--- src/rtl/aes0_ct_buffer_pkg.sv ---
// Shared aes0 definitions: datapath widths, head-word select encoding and the
// scrub FSM state type used by the ciphertext result buffer.
package aes0_ct_buffer_pkg;

  localparam int unsigned AES0_CT_W   = 128;
  localparam int unsigned AES0_WORD_W = 32;

  typedef enum logic [1:0] {
    WordSel0 = 2'd0,
    WordSel1 = 2'd1,
    WordSel2 = 2'd2,
    WordSel3 = 2'd3
  } word_sel_e;

  typedef enum logic {
    StIdle  = 1'b0,
    StScrub = 1'b1
  } state_e;

  // Word 0 is the least significant 32 bits of the ciphertext.
  function automatic logic [AES0_WORD_W-1:0] get_word(input logic [AES0_CT_W-1:0] ct,
                                                      input logic [1:0]           sel);
    logic [AES0_WORD_W-1:0] w;
    unique case (sel)
      WordSel0: w = ct[31:0];
      WordSel1: w = ct[63:32];
      WordSel2: w = ct[95:64];
      WordSel3: w = ct[127:96];
      default:  w = '0;
    endcase
    return w;
  endfunction

endpackage

--- src/rtl/aes0_ct_buffer_if.sv ---
// Engine/software-facing signal bundle of the ciphertext result buffer.
interface aes0_ct_buffer_if
  import aes0_ct_buffer_pkg::*;
#(
  parameter int unsigned DEPTH = 4
) ();

  localparam int unsigned CntW = $clog2(DEPTH + 1);

  logic [AES0_CT_W-1:0]   ct;
  logic                   ct_valid;
  logic                   pop;
  logic                   flush;
  logic [1:0]             word_sel;
  logic                   lock;
  logic [AES0_WORD_W-1:0] rdata;
  logic                   empty;
  logic                   full;
  logic [CntW-1:0]        count;
  logic                   overflow;
  logic                   busy;

  modport master (
    output ct, ct_valid, pop, flush, word_sel, lock,
    input  rdata, empty, full, count, overflow, busy
  );

  modport slave (
    input  ct, ct_valid, pop, flush, word_sel, lock,
    output rdata, empty, full, count, overflow, busy
  );

endinterface

--- src/rtl/aes0_ct_mem.sv ---
// DEPTH x 128-bit register array: one synchronous write port, one asynchronous
// read port, cleared to zero by reset.
module aes0_ct_mem
  import aes0_ct_buffer_pkg::*;
#(
  parameter int unsigned DEPTH = 4
) (
  input  logic                       clk_i,
  input  logic                       rst_ni,
  input  logic                       we_i,
  input  logic [$clog2(DEPTH)-1:0]   waddr_i,
  input  logic [AES0_CT_W-1:0]       wdata_i,
  input  logic [$clog2(DEPTH)-1:0]   raddr_i,
  output logic [AES0_CT_W-1:0]       rdata_o
);

  logic [AES0_CT_W-1:0] mem_q [DEPTH];

  always_ff @(posedge clk_i or negedge rst_ni) begin
    if (!rst_ni) begin
      for (int i = 0; i < DEPTH; i++) begin
        mem_q[i] <= '0;
      end
    end else if (we_i) begin
      mem_q[waddr_i] <= wdata_i;
    end
  end

  assign rdata_o = mem_q[raddr_i];

endmodule

--- src/rtl/aes0_ct_buffer.sv ---
// Ciphertext result FIFO behind the AES-192 engine: one capture per valid pulse,
// word-wise head readout, and a fixed-length zero scrub on flush.
module aes0_ct_buffer
  import aes0_ct_buffer_pkg::*;
#(
  parameter int unsigned DEPTH = 4
) (
  input  logic               clk_i,
  input  logic               rst_ni,
  aes0_ct_buffer_if.slave    bus
);

  localparam int unsigned AW   = $clog2(DEPTH);
  localparam int unsigned CntW = $clog2(DEPTH + 1);

  state_e               state_q;
  logic [AW-1:0]        wp_q, rp_q, si_q;
  logic [CntW-1:0]      cnt_q;
  logic                 ovf_q;
  logic                 vld_q;

  logic                 is_idle, empty, full, cap_ev, pop_ok, cap_ok, cap_drop;
  logic                 mem_we;
  logic [AW-1:0]        mem_waddr;
  logic [AES0_CT_W-1:0] mem_wdata, head;

  assign is_idle = (state_q == StIdle);
  assign empty   = (cnt_q == '0);
  assign full    = (cnt_q == CntW'(DEPTH));
  assign cap_ev  = bus.ct_valid & ~vld_q;

  // Flush takes priority over both capture and pop; a pop frees a slot for a
  // same-cycle capture when full.
  assign pop_ok   = is_idle & ~bus.flush & bus.pop & ~empty;
  assign cap_ok   = is_idle & ~bus.flush & cap_ev & (~full | pop_ok);
  assign cap_drop = cap_ev & (~is_idle | (~bus.flush & full & ~pop_ok));

  assign mem_we    = cap_ok | ~is_idle;
  assign mem_waddr = is_idle ? wp_q : si_q;
  assign mem_wdata = is_idle ? bus.ct : '0;

  aes0_ct_mem #(
    .DEPTH(DEPTH)
  ) u_mem (
    .clk_i   (clk_i),
    .rst_ni  (rst_ni),
    .we_i    (mem_we),
    .waddr_i (mem_waddr),
    .wdata_i (mem_wdata),
    .raddr_i (rp_q),
    .rdata_o (head)
  );

  always_ff @(posedge clk_i or negedge rst_ni) begin
    if (!rst_ni) begin
      state_q <= StIdle;
      wp_q    <= '0;
      rp_q    <= '0;
      si_q    <= '0;
      cnt_q   <= '0;
      ovf_q   <= 1'b0;
      vld_q   <= 1'b0;
    end else begin
      vld_q <= bus.ct_valid;
      unique case (state_q)
        StIdle: begin
          if (bus.flush) begin
            state_q <= StScrub;
            wp_q    <= '0;
            rp_q    <= '0;
            si_q    <= '0;
            cnt_q   <= '0;
            ovf_q   <= 1'b0;
          end else begin
            if (cap_ok) wp_q <= wp_q + AW'(1);
            if (pop_ok) rp_q <= rp_q + AW'(1);
            cnt_q <= cnt_q + CntW'(cap_ok) - CntW'(pop_ok);
            if (cap_drop) ovf_q <= 1'b1;
          end
        end
        StScrub: begin
          si_q <= si_q + AW'(1);
          if (cap_drop) ovf_q <= 1'b1;
          if (si_q == AW'(DEPTH - 1)) state_q <= StIdle;
        end
        default: state_q <= StIdle;
      endcase
    end
  end

  always_comb begin
    bus.rdata = '0;
    if (!(bus.lock || empty || !is_idle)) begin
      bus.rdata = get_word(head, bus.word_sel);
    end
  end

  assign bus.empty    = empty;
  assign bus.full     = full;
  assign bus.count    = cnt_q;
  assign bus.overflow = ovf_q;
  assign bus.busy     = ~is_idle;

endmodule

--- src/flat_wrapper.sv ---
// flat-port wrapper written by rule: the top's interface ports become plain ports
module aes0_ct_buffer_flat import aes0_ct_buffer_pkg::*;
#(
  parameter int unsigned DEPTH = 4
)
  (clk_i, rst_ni, bus_ct, bus_ct_valid, bus_pop, bus_flush, bus_word_sel, bus_lock, bus_rdata, bus_empty, bus_full, bus_count, bus_overflow, bus_busy);
  aes0_ct_buffer_if #(.DEPTH(DEPTH)) bus_i ();
  input  logic clk_i;
  input  logic rst_ni;
  input wire logic [$bits(bus_i.ct)-1:0] bus_ct;
  input wire logic [$bits(bus_i.ct_valid)-1:0] bus_ct_valid;
  input wire logic [$bits(bus_i.pop)-1:0] bus_pop;
  input wire logic [$bits(bus_i.flush)-1:0] bus_flush;
  input wire logic [$bits(bus_i.word_sel)-1:0] bus_word_sel;
  input wire logic [$bits(bus_i.lock)-1:0] bus_lock;
  output wire logic [$bits(bus_i.rdata)-1:0] bus_rdata;
  output wire logic [$bits(bus_i.empty)-1:0] bus_empty;
  output wire logic [$bits(bus_i.full)-1:0] bus_full;
  output wire logic [$bits(bus_i.count)-1:0] bus_count;
  output wire logic [$bits(bus_i.overflow)-1:0] bus_overflow;
  output wire logic [$bits(bus_i.busy)-1:0] bus_busy;
  assign bus_i.ct = bus_ct;
  assign bus_i.ct_valid = bus_ct_valid;
  assign bus_i.pop = bus_pop;
  assign bus_i.flush = bus_flush;
  assign bus_i.word_sel = bus_word_sel;
  assign bus_i.lock = bus_lock;
  assign bus_rdata = bus_i.rdata;
  assign bus_empty = bus_i.empty;
  assign bus_full = bus_i.full;
  assign bus_count = bus_i.count;
  assign bus_overflow = bus_i.overflow;
  assign bus_busy = bus_i.busy;
  aes0_ct_buffer #(.DEPTH(DEPTH)) u_core (.clk_i(clk_i), .rst_ni(rst_ni), .bus(bus_i));
endmodule
--- config.mk ---
export PLATFORM = sky130hd
export DESIGN_NAME = aes0_ct_buffer_flat
export DESIGN_NICKNAME = d
export VERILOG_FILES = /design/src/rtl/aes0_ct_buffer_pkg.sv /design/src/rtl/aes0_ct_buffer_if.sv /design/src/rtl/aes0_ct_mem.sv /design/src/rtl/aes0_ct_buffer.sv /design/src/flat_wrapper.sv
export SDC_FILE = /design/constraint.sdc
export NUM_CORES = 1
export LEC_CHECK = 0
export BUFFER_PORTS_ARGS = -buffer_cell sky130_fd_sc_hd__buf_2
export CAP_MARGIN = 10
export CORE_ASPECT_RATIO = 1.25
export CORE_MARGIN = 10
export CORE_UTILIZATION = 48
export DETAILED_ROUTE_END_ITERATION = 10
export PLACE_DENSITY = 0.68
export SYNTH_ARGS = -nofsm -noshare
export SYNTH_HDL_FRONTEND = slang
export SYNTH_HIERARCHICAL = 1
export SYNTH_SLANG_ARGS = --single-unit
--- constraint.sdc ---
create_clock -name clk_i -period 2.8 [get_ports clk_i]
set_input_delay 0.84 -clock clk_i [delete_from_list [all_inputs] [get_ports clk_i]]
set_output_delay 0.84 -clock clk_i [all_outputs]
set_load 0.05 [all_outputs]
==> parameters.txt, run 1 <==
Parameter                              Value

Status
  Result of the run ... finished, violations left
  Violations in the final reports ... setup timing

Placed design
  Post-place instance area ... ~0.027 mm²
  Final weighted congestion in routability-driven placement ... 0.778
  Minimum setup slack after placement ... -0.448 ns
  Count of port buffers added during placement ... about 170
  Post-DP HPWL ... about 40 mm

Critical path
  Critical path's top delay family ... multiplexers
  Setup crit end kind ... output port
  Worst path slowest cell ... sky130_fd_sc_hd__mux4_2
  Required time of the worst setup path ... a little under 2 ns
  Depth of the worst register-to-register path ... 6
  Maximum cell stage delay along the critical path ... 0.53 ns
  Depth of the critical timing path with buffers and inverters included ... 6
  Sum of buffers and inverters on the critical path ... 3
  CP Cell Sequence ... buf_12 -> buf_12 -> mux4_2 -> mux4_2 -> nor2b_4 -> buf_6
  CP Class ... register to output port
  Highest fanout seen on the critical path ... 11
  Data arrival time of the worst path ... 2.81 ns
  Worst setup SP type ... register

Timing
  Final number of hold-violating endpoints ... 0
  Setup repair after global routing missed its margin ... true
  Final cycle utilization of the critical path ... 130%
  Worst path setup slack after routing ... -0.848 ns
  Fmax ... 274 MHz
  Minimum clock period ... 3.65 ns
  Minimum hold slack ... about 0.23 ns
  Max-slew violations ... 0
  Clock skew ... 0.0120 ns
  Worst-margin pin slew ... 1.17 ns
  Relative slew margins ... 22.1%
  Total of endpoints with negative setup slack in the final report ... 32

Drt
  Average vias per placed instance ... 5.66
  Per-cell routed wire length ... 23.9 µm
  Remaining antenna violation count after routing ... 0
  Detailed-route wire length ... approximately 59 mm
  Number of DRC markers after the initial detailed-route iteration ... approximately 700
  Drt first pass iters ... 4
  Via Count ... approximately 14k
  Drt drc ... 0

Flow run
  Max-Cap Viols ... 0

Logic synthesis
  Cell taking the most area after synthesis ... sky130_fd_sc_hd__dfrtp_1
  Post-synthesis instance area ... 0.0246 mm²
  Unique cell type count in the Yosys netlist ... 37
  Mapped Avg Cell Area ... 16.1 µm²
  Sequential element share of the synthesized area ... 53.4%
  Post-synthesis net count ... roughly 1.7k
  Yosys warning total ... 6
  Largest cells by area after synthesis ... sky130_fd_sc_hd__dfrtp_1 53%, sky130_fd_sc_hd__mux2_2 24%, sky130_fd_sc_hd__mux4_2 15%
  Top cell type's share of synthesized area ... 53.4%
  Number of storage elements in the synthesis netlist ... roughly 520
  Gate count after technology mapping ... approximately 1.5k

Power and ir drop
  Leak pwr ... between 10 and 15 nW
  Power consumption ... 0.0351 W
  Power Dens Cells ... approximately 1200 mW/mm²
  Worst voltage drop across the vdd grid ... approximately 0.74 mV

Layout
  Most common cell after layout, fill and taps aside ... sky130_fd_sc_hd__dfrtp_1
  Number of antenna cells inserted ... 0
  Layout overhead on the synthesized area ... 20.8%
  Most frequent cells in the layout ... 519 x sky130_fd_sc_hd__dfrtp_1, 513 x sky130_fd_sc_hd__mux2_2, 160 x sky130_fd_sc_hd__mux4_2, 141 x sky130_fd_sc_hd__buf_2, 130 x sky130_fd_sc_hd__nor2b_1
  Number of nets in the final layout ... between 1.5k and 2k
  Fraction of layout cells with a size suffix above 1 ... between 60% and 70%
  Post-route cell area ... 0.0297 mm²
  Fillers ... 3,943

Floorplanning
  Die area ... between 0.06 and 0.07 mm²
  Horiz. Die Dim ... 222 µm
  Number of placement rows ... 92
  Io pins ... 175
  Initial core utilization ... 48.6%
  Std-Cell Core Area ... 0.0505 mm²
  Die extent in y ... 273 µm

Global route
  First-pass GRT wire length ... 94.3 mm
  Number of antenna violations at the first check in global routing ... 0
  Via count of the first global-routing pass ... around 16k
  Pin count of the biggest net entering global routing ... 71
  Global-route usage over all layers ... between 10% and 20%
  Overall overflow remaining after global route ... 0

Clock network
  Maximum root-to-sink buffer count ... 3
  Cell at the root of the clock tree ... sky130_fd_sc_hd__clkbuf_16
  Number of sinks on the clock net ... about 520
  TritonCTS clock tree ... done
  Skew-Pair Late Insertion Delay ... around 0.6 ns
  Hold-fix buffers, CTS ... 0
  Clock buffer count from CTS ... 52
  CTS clock-pin slew for the worst setup and hold paths ... 0.06 ns
  Number of levels in the clock H-tree ... 2

Hold path
  Min-delay worst type ... input pin to async pin
==> where the power goes <==
part | total, W | switching [W] | leakage, nW | internal (W)
Combinational | 0.0159 | 0.00683 | 5.99 | 0.00910
Clock | 0.00725 | 0.00293 | 0.897 | 0.00433
Sequential | 0.0119 | 0.00145 | 7.03 | 0.0105
==> routing by layer <==
metal	routed length, µm	track usage [%]
met1	24700	24.4
met2	31700	35.5
met3	2180	3.13
met4	761	3.77
met5	0	0
==> synthesized netlist by cell type <==
| library cell | instances |
|---|---|
| sky130_fd_sc_hd__buf_4 | 41 |
| sky130_fd_sc_hd__or2_2 | 1 |
| sky130_fd_sc_hd__buf_2 | 28 |
| sky130_fd_sc_hd__nor2_1 | 2 |
| sky130_fd_sc_hd__xor2_1 | 1 |
| sky130_fd_sc_hd__dfrtp_1 | 524 |
| sky130_fd_sc_hd__a21o_1 | 2 |
| sky130_fd_sc_hd__nor2b_1 | 161 |
| sky130_fd_sc_hd__nand3b_1 | 2 |
| sky130_fd_sc_hd__o31ai_1 | 2 |
| sky130_fd_sc_hd__ha_1 | 2 |
| sky130_fd_sc_hd__or3_1 | 1 |
| sky130_fd_sc_hd__nand4_1 | 1 |
| sky130_fd_sc_hd__a22o_2 | 1 |
| sky130_fd_sc_hd__clkbuf_1 | 25 |
| sky130_fd_sc_hd__a21oi_1 | 3 |
| sky130_fd_sc_hd__nor3b_2 | 1 |
| sky130_fd_sc_hd__o21bai_1 | 1 |
| sky130_fd_sc_hd__and2_1 | 1 |
| sky130_fd_sc_hd__o22a_1 | 1 |
| sky130_fd_sc_hd__inv_1 | 5 |
| sky130_fd_sc_hd__mux4_2 | 160 |
| sky130_fd_sc_hd__mux2_2 | 513 |
| sky130_fd_sc_hd__a311o_1 | 1 |
| sky130_fd_sc_hd__nor3b_1 | 1 |
| sky130_fd_sc_hd__or4b_1 | 1 |
| sky130_fd_sc_hd__a22o_1 | 1 |
| sky130_fd_sc_hd__nor3_1 | 2 |
| sky130_fd_sc_hd__buf_6 | 10 |
| sky130_fd_sc_hd__fa_1 | 1 |
| sky130_fd_sc_hd__o311ai_2 | 1 |
| sky130_fd_sc_hd__o21ai_0 | 3 |
| sky130_fd_sc_hd__buf_1 | 9 |
| sky130_fd_sc_hd__o311ai_1 | 1 |
| sky130_fd_sc_hd__nand3_1 | 5 |
| sky130_fd_sc_hd__o311ai_0 | 3 |
| sky130_fd_sc_hd__nand2_1 | 9 |
==> metrics by stage <==
step	utilization [%]	setup TNS, ns	instances
after CTS	58.5	-26.97	2474
after global routing	58.7	-28.27	2479
after global placement	54.2	-132.89	2371
after detailed placement	54.2	-147.13	2371
final	58.7	-25.30	2479
after floorplan	-	-3.71	1527
==> kinds of logic after synthesis <==
group                      after synthesis  synth area share [%]
adders and majority gates                3                 0.183
and+or+nand+nor                        188                  4.70
AOI/OAI and AO/OA                       20                 0.637
buffers and inverters                  118                  2.88
muxes                                  673                  38.2
DFF                                    524                  53.4
xor gates and xnor gates                 1                0.0357
==> registers in the layout (all words and copies together), names as in the netlist <==
name,cells
u_core/bus.overflow,1
u_core/si_q,2
u_core/vld_q,1
u_core/u_mem/mem_q,512
u_core/bus.busy,1
u_core/wp_q,2
u_core/rp_q,2
u_core/bus.count,3
==> area by class of cell <==
cell class	count	area [µm²]	area share (%)
Sequential cell	524	13100	44.2
Multi-Input combinational cell	885	11000	37.1
Timing Repair Buffer	311	2880	9.71
Clock buffer	84	1660	5.60
Tap cell	658	823	2.77
Clock inverter	12	145	0.489
Inverter	5	18.8	0.0632
==> worst paths after layout <==
| kind | start | to | slack [ns] |
|---|---|---|---|
| max | u_core/rp_q[0] | bus_rdata[5] | -0.85 |
| min in group clk_i | bus_ct_valid | u_core/vld_q | 0.37 |
| max reg2reg | u_core/bus.count[1] | u_core/u_mem/mem_q[421] | 0.13 |
| min reg2reg | u_core/u_mem/mem_q[17] | u_core/u_mem/mem_q[17] | 0.50 |
| min | rst_ni | u_core/wp_q[1] | 0.23 |
| max in group asynchronous | rst_ni | u_core/bus.busy | 1.73 |
==> repair_timing <==
item,in CTS,in global routing
resized for setup,65,10
cloned,3,4
setup endpoints to repair,32,33
setup buffers,4,2
No activity file was read; power rests on OpenSTA's default activity.
==> run 2, diff against run 1 <==
--- a/config.mk
+++ b/config.mk
@@ -8,7 +8,6 @@
 export BUFFER_PORTS_ARGS = -buffer_cell sky130_fd_sc_hd__buf_2
 export CAP_MARGIN = 10
 export CORE_ASPECT_RATIO = 1.25
-export CORE_MARGIN = 10
 export CORE_UTILIZATION = 48
 export DETAILED_ROUTE_END_ITERATION = 10
 export PLACE_DENSITY = 0.68
==> parameters.txt, run 2 (synthesis gave the netlist of run 1 again) <==
Parameter                              Value

Status
  Result of the run ... finished, violations left
  Violations in the final reports ... setup timing

Drt
  Remaining antenna violation count after routing ... 0
  Via Count ... ~14k
  Detailed-route wire length ... 57.3 mm
  Number of DRC markers after the initial detailed-route iteration ... 642
  Per-cell routed wire length ... 23.1 µm
  Drt first pass iters ... 4
  Average vias per placed instance ... 5.70
  Drt drc ... 0

Layout
  Fillers ... a little under 4k
  Post-route cell area ... about 0.03 mm²
  Flip-flop count of the largest register after layout ... 512
  Fraction of layout cells with a size suffix above 1 ... 61.3%
  Utilization of the core after routing ... slightly below 60%
  Most frequent cells in the layout ... 519 x sky130_fd_sc_hd__dfrtp_1, 513 x sky130_fd_sc_hd__mux2_2, 160 x sky130_fd_sc_hd__mux4_2, 141 x sky130_fd_sc_hd__buf_2, 129 x sky130_fd_sc_hd__nor2b_1
  Most common cell after layout, fill and taps aside ... sky130_fd_sc_hd__dfrtp_1
  Number of nets in the final layout ... 1,922
  Top register by number of flip-flops ... u_core/u_mem/mem_q
  Layout overhead on the synthesized area ... 21.2%

Timing
  Final cycle utilization of the critical path ... 131%
  Minimum clock period ... 3.65 ns
  Total of endpoints with negative setup slack in the final report ... 32
  Max-slew violations ... 0
  Setup repair after global routing missed its margin ... true
  Worst-margin pin slew ... 1.17 ns
  Final number of hold-violating endpoints ... 0
  Worst path setup slack after routing ... -0.855 ns
  Fmax ... 274 MHz
  Clock skew ... approximately 0.018 ns
  Setup tns final ... -25.43 ns
  Relative slew margins ... 21.8%

Power and ir drop
  Power Dens Cells ... 1180 mW/mm²
  Internal cell power ... 0.0240 W
  Gate power share ... 45.9%
  Fraction of power spent switching nets ... a little under a third
  Leak pwr ... 13.9 nW
  Clock group share of total power ... 20.2%
  Psw ... 0.0112 W
  Sequential group share of total power ... 33.9%
  Worst voltage drop across the vdd grid ... 0.730 mV

Clock network
  Number of sinks on the clock net ... 524
  Cell at the root of the clock tree ... sky130_fd_sc_hd__clkbuf_16
  Number of levels in the clock H-tree ... 2
  TritonCTS clock tree ... done
  Maximum root-to-sink buffer count ... 3
  Hold-fix buffers, CTS ... 0
  Clock buffer count from CTS ... 53
  Skew-Pair Late Insertion Delay ... 0.61 ns
  CTS clock-pin slew for the worst setup and hold paths ... 0.06 ns

Floorplanning
  Io pins ... around 180
  Initial core utilization ... between 40 and 50%
  Horiz. Die Dim ... 204 µm
  Number of placement rows ... 92
  Std-Cell Core Area ... between 0.05 and 0.06 mm²
  Die area ... 0.0521 mm²
  Die extent in y ... 255 µm

Critical path
  Required time of the worst setup path ... 1.96 ns
  Data arrival time of the worst path ... 2.81 ns
  Highest fanout seen on the critical path ... 8
  CP Class ... register to output port
  Worst setup SP type ... register
  Setup slack on the worst flop-to-flop path ... 0.16 ns
  Setup crit end kind ... output port

Global route
  Via count of the first global-routing pass ... 15.9k
  Number of antenna violations at the first check in global routing ... 2
  Pin count of the biggest net entering global routing ... 71
  Overall overflow remaining after global route ... 0
  First-pass GRT wire length ... 91.3 mm
  Global-route usage over all layers ... 22.9%

Placed design
  Post-place instance area ... 0.0275 mm²
  Post-DP HPWL ... 37.9 mm
  Count of port buffers added during placement ... roughly 170
  Final weighted congestion in routability-driven placement ... just under 0.8

Flow run
  Max-Cap Viols ... 0

Hold path
  Min-delay worst type ... input pin to async pin
==> run 2: cell count changes in the layout (fill, tap and decap cells not counted), moves of 2 or more <==
cell | before | now
sky130_fd_sc_hd__buf_6 | 24 | 30
sky130_fd_sc_hd__buf_12 | 46 | 62
sky130_fd_sc_hd__clkbuf_1 | 9 | 13
sky130_fd_sc_hd__nor2b_4 | 30 | 32
sky130_fd_sc_hd__buf_4 | 84 | 70
sky130_fd_sc_hd__buf_16 | 6 | 1
sky130_fd_sc_hd__clkinv_2 | 6 | 9
sky130_fd_sc_hd__clkbuf_8 | 22 | 11
==> run 2: path summary, 6_finish.rpt <==
check,startpoint,endpoint,cells past startpoint
max,u_core/rp_q[0],bus_rdata[5],6
min,rst_ni,u_core/u_mem/mem_q[299],1
max reg2reg,u_core/bus.count[2],u_core/u_mem/mem_q[462],6
min reg2reg,u_core/u_mem/mem_q[143],u_core/u_mem/mem_q[143],1
max in group asynchronous,rst_ni,u_core/u_mem/mem_q[460],2
min in group clk_i,bus_ct_valid,u_core/vld_q,1
==> run 2: timing repair <==
item                       CTS  global route
setup endpoints to repair   32            33
setup buffers               10             1
resized for setup           76            14
gates cloned                 2             3
==> run 2: layout make-up <==
class | instances | area [µm²] | share of cell area (%)
repair buffers | 314 | 3020 | 10.1
clock inverters | 18 | 219 | 0.736
inverters | 5 | 18.8 | 0.0630
clock buffers | 77 | 1530 | 5.13
multi-input cells | 885 | 11000 | 37.1
well taps | 658 | 823 | 2.77
flip-flops and latches | 524 | 13100 | 44.1
diodes | 1 | 2.50 | 0.00841
==> run 2: per-layer routing <==
| layer | GRT usage (%) | wire [µm] | up-vias |
|---|---|---|---|
| met5 | 0 | 13 | - |
| met4 | 7.59 | 1480 | 2 |
| met3 | 2.86 | 1920 | 83 |
| met2 | 39.1 | 29500 | 265 |
| met1 | 30.4 | 24400 | 7625 |
| li1 | - | - | 6160 |
==> run 2: stage by stage <==
step / hold WS (ns) / worst slack (ns) / cells / total power [W]
2_1_floorplan: 0.474 / -0.121 / 1527 / 0.0228
3_3_place_gp: 0.481 / -0.390 / 2373 / 0.0273
3_5_place_dp: 0.487 / -0.427 / 2373 / 0.0278
4_1_cts: 0.180 / -0.947 / 2480 / 0.0356
5_1_grt: 0.201 / -0.925 / 2482 / 0.0371
6_report: 0.195 / -0.855 / 2482 / 0.0352
==> run 2: critical path, stage by stage (launching register included) <==
cell                      delay, ns
sky130_fd_sc_hd__dfrtp_4       0.52
sky130_fd_sc_hd__buf_12        0.17
sky130_fd_sc_hd__buf_12        0.15
sky130_fd_sc_hd__mux4_2        0.52
sky130_fd_sc_hd__mux4_2        0.54
sky130_fd_sc_hd__nor2b_4       0.15
sky130_fd_sc_hd__buf_6         0.16
==> run 2: power groups by stage <==
stage               clock (W)  combinational [W]  sequential [W]
floorplan                   0             0.0112          0.0116
global route          0.00763             0.0172          0.0123
global placement            0             0.0155          0.0118
detailed placement          0             0.0158          0.0120
CTS                   0.00731             0.0163          0.0119
finish                0.00712             0.0162          0.0119
